<file path="config.mk">
export PLATFORM = sky130hd
export DESIGN_NAME = instr_fetch
export DESIGN_NICKNAME = d
export VERILOG_FILES = /design/src/rtl/rv_pkg.sv /design/src/rtl/if_skid.sv /design/src/rtl/instr_fetch.sv
export SDC_FILE = /design/constraint.sdc
export NUM_CORES = 1
export LEC_CHECK = 0
export CAP_MARGIN = 30
export CORE_ASPECT_RATIO = 0.6
export CORE_MARGIN = 2
export CORE_UTILIZATION = 40
export CTS_CLUSTER_DIAMETER = 100
export DETAILED_ROUTE_END_ITERATION = 8
export GPL_TIMING_DRIVEN = 1
export MAX_ROUTING_LAYER = met4
export PLACE_DENSITY = 0.69
export REMOVE_ABC_BUFFERS = 1
export SLEW_MARGIN = 20
export SYNTH_ARGS = -nofsm -noshare
export SYNTH_HDL_FRONTEND = slang
export SYNTH_SLANG_ARGS = --single-unit
</file>
<file path="constraint.sdc">
create_clock -name clk -period 2.1 [get_ports clk]
set_input_delay 0.42 -clock clk [delete_from_list [all_inputs] [get_ports clk]]
set_output_delay 0.42 -clock clk [all_outputs]
set_load 0.1 [all_outputs]
</file>
<file path="src/rtl/rv_pkg.sv">
// Shared RISC-V datapath constants: widths, bubble instruction, opcode map, fetch FSM states.
// Imported by the fetch stage and the main control decoder.
package rv_pkg;

    localparam int          XLEN      = 32;
    localparam logic [31:0] NOP_INSTR = 32'h0000_0013;

    localparam logic [6:0] OPC_LOAD   = 7'b0000011;
    localparam logic [6:0] OPC_STORE  = 7'b0100011;
    localparam logic [6:0] OPC_RTYPE  = 7'b0110011;
    localparam logic [6:0] OPC_ITYPE  = 7'b0010011;
    localparam logic [6:0] OPC_BRANCH = 7'b1100011;
    localparam logic [6:0] OPC_JAL    = 7'b1101111;
    localparam logic [6:0] OPC_JALR   = 7'b1100111;
    localparam logic [6:0] OPC_LUI    = 7'b0110111;
    localparam logic [6:0] OPC_AUIPC  = 7'b0010111;

    typedef enum logic [1:0] {
        IDLE  = 2'd0,
        REQ   = 2'd1,
        DRAIN = 2'd2,
        FULL  = 2'd3
    } if_state_t;

    function automatic logic [6:0] opcode_of(input logic [31:0] instr);
        return instr[6:0];
    endfunction

endpackage

</file>
<file path="src/rtl/if_skid.sv">
// One-entry instruction+PC holding register for a response that lands while the IF output is stalled.
// Latency: captured on the load edge, visible the cycle after. No backpressure of its own;
// the owner must not load while full (clear wins over load when both are asserted).
module if_skid
    import rv_pkg::*;
#(
    parameter int XLEN = 32
) (
    input  logic            clk,
    input  logic            rst_n,
    input  logic            load,
    input  logic            unload,
    input  logic            clear,
    input  logic [XLEN-1:0] wr_pc,
    input  logic [31:0]     wr_instr,
    output logic            full,
    output logic [XLEN-1:0] pc,
    output logic [31:0]     instr
);

    always_ff @(posedge clk or negedge rst_n) begin
        if (!rst_n) begin
            full  <= 1'b0;
            pc    <= '0;
            instr <= NOP_INSTR;
        end else begin
            if (load) begin
                full  <= 1'b1;
                pc    <= wr_pc;
                instr <= wr_instr;
            end
            if (unload || clear) begin
                full <= 1'b0;
            end
        end
    end

endmodule

</file>
<file path="src/rtl/instr_fetch.sv">
// IF stage: owns the PC, fetches over imem req/ready, holds the word in the IF output register.
// Latency: if_instr updates on the edge imem_ready is sampled; 1 instr/cycle with zero-wait memory.
// Backpressure: stall holds the output; a response caught during stall parks in the skid and requests pause.
// Optional IFETCH_PERF_EN adds fetch and stall counters.
module instr_fetch #(
    parameter int              XLEN      = rv_pkg::XLEN,
    parameter logic [XLEN-1:0] RESET_PC  = '0,
    parameter logic [31:0]     NOP_INSTR = rv_pkg::NOP_INSTR
) (
    input  logic            clk,
    input  logic            rst_n,
    output logic            imem_req,
    output logic [XLEN-1:0] imem_addr,
    input  logic [31:0]     imem_rdata,
    input  logic            imem_ready,
    input  logic            branch_taken,
    input  logic [XLEN-1:0] branch_target,
    input  logic            stall,
    output logic            if_valid,
    output logic [XLEN-1:0] if_pc,
    output logic [31:0]     if_instr,
    output logic [6:0]      opcode
`ifdef IFETCH_PERF_EN
    ,
    output logic [31:0]     perf_fetch_cnt,
    output logic [31:0]     perf_stall_cnt
`endif
);

    import rv_pkg::*;

    if_state_t       state, state_nxt;
    logic [XLEN-1:0] pc, pc_nxt;
    logic [XLEN-1:0] drain_addr, drain_nxt;
    logic [XLEN-1:0] pc_inc, branch_pc;

    logic            valid_nxt;
    logic [XLEN-1:0] if_pc_nxt;
    logic [31:0]     instr_nxt;

    logic            flush, bubble, out_write;
    logic            skid_load, skid_unload, skid_clear, skid_full;
    logic [XLEN-1:0] skid_pc;
    logic [31:0]     skid_instr;

    assign pc_inc    = pc + XLEN'(4);
    assign branch_pc = {branch_target[XLEN-1:2], 2'b00};
    // DRAIN keeps presenting the abandoned address until its response retires.
    assign imem_addr = (state == DRAIN) ? drain_addr : pc;
    assign opcode    = opcode_of(if_instr);

    always_comb begin
        state_nxt   = state;
        pc_nxt      = pc;
        drain_nxt   = drain_addr;
        imem_req    = 1'b0;
        flush       = 1'b0;
        bubble      = 1'b0;
        out_write   = 1'b0;
        skid_load   = 1'b0;
        skid_unload = 1'b0;
        skid_clear  = 1'b0;
        case (state)
            IDLE: state_nxt = REQ;
            REQ: begin
                imem_req = 1'b1;
                if (branch_taken) begin
                    flush  = 1'b1;
                    pc_nxt = branch_pc;
                    if (!imem_ready) begin
                        drain_nxt = pc;
                        state_nxt = DRAIN;
                    end
                end else if (imem_ready) begin
                    pc_nxt = pc_inc;
                    if (stall && if_valid) begin
                        skid_load = 1'b1;
                        state_nxt = FULL;
                    end else begin
                        out_write = 1'b1;
                    end
                end else if (!stall) begin
                    bubble = 1'b1;
                end
            end
            DRAIN: begin
                imem_req = 1'b1;
                if (branch_taken) pc_nxt = branch_pc;
                if (imem_ready) state_nxt = REQ;
            end
            FULL: begin
                if (branch_taken) begin
                    flush      = 1'b1;
                    skid_clear = 1'b1;
                    pc_nxt     = branch_pc;
                    state_nxt  = REQ;
                end else if (!stall && skid_full) begin
                    skid_unload = 1'b1;
                    out_write   = 1'b1;
                    state_nxt   = REQ;
                end
            end
            default: state_nxt = IDLE;
        endcase
    end

    always_comb begin
        valid_nxt = if_valid;
        if_pc_nxt = if_pc;
        instr_nxt = if_instr;
        if (flush || bubble) begin
            valid_nxt = 1'b0;
            instr_nxt = NOP_INSTR;
        end else if (out_write) begin
            valid_nxt = 1'b1;
            if (skid_unload) begin
                if_pc_nxt = skid_pc;
                instr_nxt = skid_instr;
            end else begin
                if_pc_nxt = pc;
                instr_nxt = imem_rdata;
            end
        end
    end

    always_ff @(posedge clk or negedge rst_n) begin
        if (!rst_n) begin
            state      <= IDLE;
            pc         <= RESET_PC;
            drain_addr <= RESET_PC;
            if_valid   <= 1'b0;
            if_pc      <= RESET_PC;
            if_instr   <= NOP_INSTR;
        end else begin
            state      <= state_nxt;
            pc         <= pc_nxt;
            drain_addr <= drain_nxt;
            if_valid   <= valid_nxt;
            if_pc      <= if_pc_nxt;
            if_instr   <= instr_nxt;
        end
    end

    if_skid #(.XLEN(XLEN)) u_skid (
        .clk      (clk),
        .rst_n    (rst_n),
        .load     (skid_load),
        .unload   (skid_unload),
        .clear    (skid_clear),
        .wr_pc    (pc),
        .wr_instr (imem_rdata),
        .full     (skid_full),
        .pc       (skid_pc),
        .instr    (skid_instr)
    );

`ifdef IFETCH_PERF_EN
    always_ff @(posedge clk or negedge rst_n) begin
        if (!rst_n) begin
            perf_fetch_cnt <= '0;
            perf_stall_cnt <= '0;
        end else begin
            if (out_write) perf_fetch_cnt <= perf_fetch_cnt + 32'd1;
            if (stall && if_valid) perf_stall_cnt <= perf_stall_cnt + 32'd1;
        end
    end
`endif

endmodule

</file>
# [After elaboration in Yosys (flattened, before gate mapping)]
# Index checks and enable logic that the tools add are counted.
[classes] muxes=40 eq_ne=9 reduce_logical=16 n_bitwise=2 addsub=1
[ops] op="$mux W32" n=8
[ops] op="$pmux W32 S2" n=1
[ops] op="$add A32 B3 Y32 const B" n=1
[ops] op="$mux W1" n=22
[ops] op="$mux W2" n=7
[ops] op="$ne A3 B3 Y1 const B" n=4
[ops] op="$pmux W2 S4" n=1
[ops] op="$reduce_and A3 Y1" n=2
[ops] op="$reduce_bool A2 Y1" n=3
[ops] op="$reduce_or A2 Y1" n=3
[ops] op="$reduce_and A5 Y1" n=1
[ops] op="$eq A2 B2 Y1 const B" n=2
[ops] op="$eq A2 B1 Y1 const B" n=1
[ops] op="$logic_and A1 B1 Y1" n=2
[ops] op="$logic_not A2 Y1" n=1
[ops] op="$logic_or A1 B1 Y1" n=2
[ops] op="$ne A2 B1 Y1 const B" n=1
[ops] op="$ne A2 B2 Y1 const B" n=1
[ops] op="$not A1 Y1" n=2
[ops] op="$pmux W1 S2" n=1
[ops] op="$reduce_and A2 Y1" n=1
[ops] op="$logic_not A1 Y1" n=1
[totals] elab_cells=77 in_bits=69 register_bits=196

# [Depth between registers and ports, before layout]
[depth] depth_word=8 ltp_mapped=9 ltp_nobuf=7

# [By module]
# A second synthesis with hierarchy kept.
[unflattened] hier_cells=872 area_unflattened_um2=9909.5
[by_module_without_submodules] mod="instr_fetch" instances=1 seq_area_each_um2=3181.8 cells_per_inst=734 area_each_um2=7293.2
[by_module_without_submodules] mod="if_skid" instances=1 seq_area_each_um2=1630.3 cells_per_inst=138 area_each_um2=2616.3

# [Worst setup path before layout]
# Ideal clock, no wire load.
[synth_path] path_kind="register -> output" startpoint="reg state[0]" endpoint="out imem_addr[26]" t_required_ns=1.680 path_stages_with_launch=6 path_buffers=2 arrival_time_ns=3.224 slack_ns=-1.544 cell_sequence="dfrtp_1 inv_1 ha_1 clkbuf_1 buf_1 o21ai_0"
[synth_between] elab_chain_len=2
[synth_rtl] item="start, declared" line="instr_fetch.sv:32" text="if_state_t state, state_nxt;"
[synth_rtl] item="start signal, assigned" line="instr_fetch.sv:135" text="state <= state_nxt;"
[synth_rtl] item="$eq A2 B2 Y1" line="instr_fetch.sv:49" text="assign imem_addr = (state == DRAIN) ? drain_addr : pc;"
[synth_rtl] item="$mux W32" line="instr_fetch.sv:49"
[synth_rtl] item="end, declared" line="instr_fetch.sv:13" text="output logic [XLEN-1:0] imem_addr,"
# No other way between the ends.

# [Worst setup path in the final report]
[layout_path] startpoint="reg state[0]" endpoint="out imem_addr[10]"
# Same word-level chain as after synthesis.

==> impl_metrics.csv <==
group,metric,value,unit
finish,drive_above_1_share,37.2,%
global_routing,grt_pass1_vias,6626,
logic_synthesis,synth-seq-area-share,52.0,%
sta,setup_viol,29,
logic_synthesis,synthFlopType,"dfrtp_1",
critical_path,worst-path-buf-inv,3,
route,drtIter0Drc,367,
critical_path,crit_type,"register to output pin",
logic_synthesis,synthArstFlopShare,100,%
placed_design,dp_slack,-0.245,ns
floorplanning,ios,174,
critical_path,worstSetupEndpointType,"output pin",
floorplanning,rows,42,
placed_design,numPortBuffers,167,
hold_path,min_path_type,"primary input to async pin",
sta,setup_ws,-0.152,ns
global_routing,grt_max_degree,59,
logic_synthesis,synth_edf_count,0,
status,status,"complete, but fails checks",
clocking,clk_pin_slew,0.07,ns
route,antenna_left,0,
critical_path,start_kind,"register",
sta,fin_crit_sh,107,%
finish,area_growth,41.6,%
global_routing,track_usage,21.2,%
clocking,cts.sinks,188,
global_routing,grt_overflow,0,
route,route.detailed.drc,0,
route,vias,7035,
sta,rsz0062_at_grt,"true",
floorplanning,die_area,23900,um^2
logic_synthesis,syn_area_per_cell,11.1,um^2
floorplanning,start_util,41.0,%
critical_path,regToRegSetupSlack,0.06,ns
route,top_layer_used,"met4",
route,wl_per_cell,18.8,um
global_routing,antenna_found_initial,1,
finish,fin_nets,1083,
critical_path,worstPathArrival,1.83,ns
logic_synthesis,ys_warn_count,0,
sta,drv_slew,0,
floorplanning,core,22100,um^2
route,met1Wirelength,12.8,mm
clocking,clock_path_buffers,2,
finish,mostFrequentLayoutCell,"dfrtp_1",
sta,skew,0.0112,ns
critical_path,path_common_cell,"buf_12",
critical_path,critPathTopFamily,"buffers and inverters",
critical_path,path_cells,"inv_2 -> ha_4 -> buf_12 -> mux2_4 -> buf_12",
critical_path,crit_fanout,8,
route,firstDrtPassIters,5,
logic_synthesis,ys_seq_elements,188,
clocking,cts-buffers-inserted,17,
clocking,cts.htree.levels,4,
sta,hold_viol,0,
run,maxCapViolations,0,
clocking,cts_tree,"built",
placed_design,routabilityCongestion,0.840,
sta,fin_crit,2.25,ns
logic_synthesis,netlist_instances,813,
logic_synthesis,synth.cell_area,9060,um^2
global_routing,grt_pass1_wl,37.6,mm
route,wl_met3,1.55,mm
clocking,clk_latency,0.44,ns
critical_path,cp_slowest_cell,"dfrtp_2",
logic_synthesis,ys_types,54,
floorplanning,die-height,121,um
status,violations,"setup timing",
critical_path,cp_slowest_stage_delay,0.40,ns
finish,final_cell_mix,"dfrtp_1 (180), buf_4 (114), mux2_2 (90), nand2_1 (67), clkdlybuf4s50_1 (65)",
placed_design,hpwlAfterDp,16.4,mm
sta,fmax,444,MHz
route,via_per_inst,5.28,
finish,fin_util,58.0,%
placed_design,dpl_cell_area,11700,um^2
critical_path,cp.required,1.68,ns
sta,worst_pin_slew,0.608,ns
critical_path,cp.depth,5,
route,routed-wl-met2,10.5,mm
finish,fin_area,12800,um^2
sta,slew_headroom,59.1,%
critical_path,reg2reg_depth,8,
clocking,cts-root-buf,"clkbuf_16",
route,wl,25.1,mm
floorplanning,die_w,198,um
-- metrics by stage --
| step | setup TNS (ns) | hold WS, ns | cells |
|---|---|---|---|
| 2_1_floorplan | -308.69 | 0.124 | 742 |
| 3_3_place_gp | -18.87 | 0.358 | 1284 |
| 3_5_place_dp | -22.21 | 0.359 | 1284 |
| 4_1_cts | -4.01 | 0.448 | 1324 |
| 5_1_grt | -5.73 | 0.484 | 1332 |
| 6_report | -3.80 | 0.460 | 1332 |
-- area by class of cell --
class / count / area (um^2)
flip-flops and latches: 188 / 4710
multi-input cells: 546 / 4230
well taps: 308 / 385
diodes: 1 / 2.50
fillers: 1808 / 9290
repair buffers: 249 / 2900
clock buffers: 20 / 467
inverters: 8 / 30.0
clock inverters: 12 / 113
-- worst paths after layout --
kind / end / startpoint
worst max register to register: if_pc[30] / state[1]
max in group asynchronous: u_skid.instr[5] / rst_n
worst min register to register: if_pc[29] / if_pc[29]
worst min-delay path: if_pc[29] / rst_n
worst max-delay path: imem_addr[10] / state[0]
min in group clk: if_pc[29] / if_pc[29]
-- logic make-up (layout without fill, tap and decap cells) --
| logic type | Yosys count | after routing | synth area share [%] |
|---|---|---|---|
| AO/OA/AOI/OAI | 173 | 173 | 11.7 |
| flip-flops | 188 | 188 | 52.0 |
| buffers and inverters | 82 | 289 | 4.39 |
| multiplexers | 177 | 177 | 21.2 |
| AND/OR/NAND/NOR | 188 | 188 | 10.1 |
| adder cells (fa/ha/maj) | 4 | 4 | 0.552 |
| other | 1 | 5 | 0.0414 |
-- synth_stat cells, drive strengths merged (3+ instances only) --
library cell | instances | share of area [%]
o21a | 3 | 0.25
o22ai | 8 | 0.55
o21ai | 60 | 3.3
or3 | 3 | 0.26
o22a | 4 | 0.39
dfstp | 6 | 1.7
mux2 | 117 | 15
and4 | 6 | 0.62
nand2b | 4 | 0.30
a2bb2oi | 8 | 0.77
buf | 44 | 2.8
nand3 | 19 | 1.2
clkbuf | 30 | 1.2
ha | 4 | 0.55
nor3 | 15 | 0.94
mux2i | 60 | 6.6
and3 | 3 | 0.21
a211oi | 32 | 2.7
nor4 | 3 | 0.44
nor2 | 57 | 2.4
dfrtp | 182 | 50
nand2 | 69 | 2.9
a21oi | 43 | 2.4
inv | 8 | 0.33
nand4 | 4 | 0.44
-- routing by layer --
layer  track usage (%)  vias up
met5                 -        -
met4              4.75        0
met3              5.63       20
met2              28.3      205
met1              31.7     3511
li1                  -     3299
-- flip-flops by register name (all words and copies together), names as in the netlist --
signal        count
state             2
u_skid.pc        30
pc               30
if_valid          1
if_pc            30
u_skid.full       1
u_skid.instr     32
if_instr         32
drain_addr       30
-- timing repair --
action                                  in CTS  in global routing
hold endpoints to repair                    27                  0
hold buffers                                 1                  0
gates resized for setup                     44                 29
pin swaps                                    1                  2
gates cloned                                 2                  6
setup buffers                                5                  1
endpoints found under the setup margin      30                177
Power is left out: the tool's default activity adds up to more than one toggle a clock period on the data nets, which glitch-free logic cannot reach.
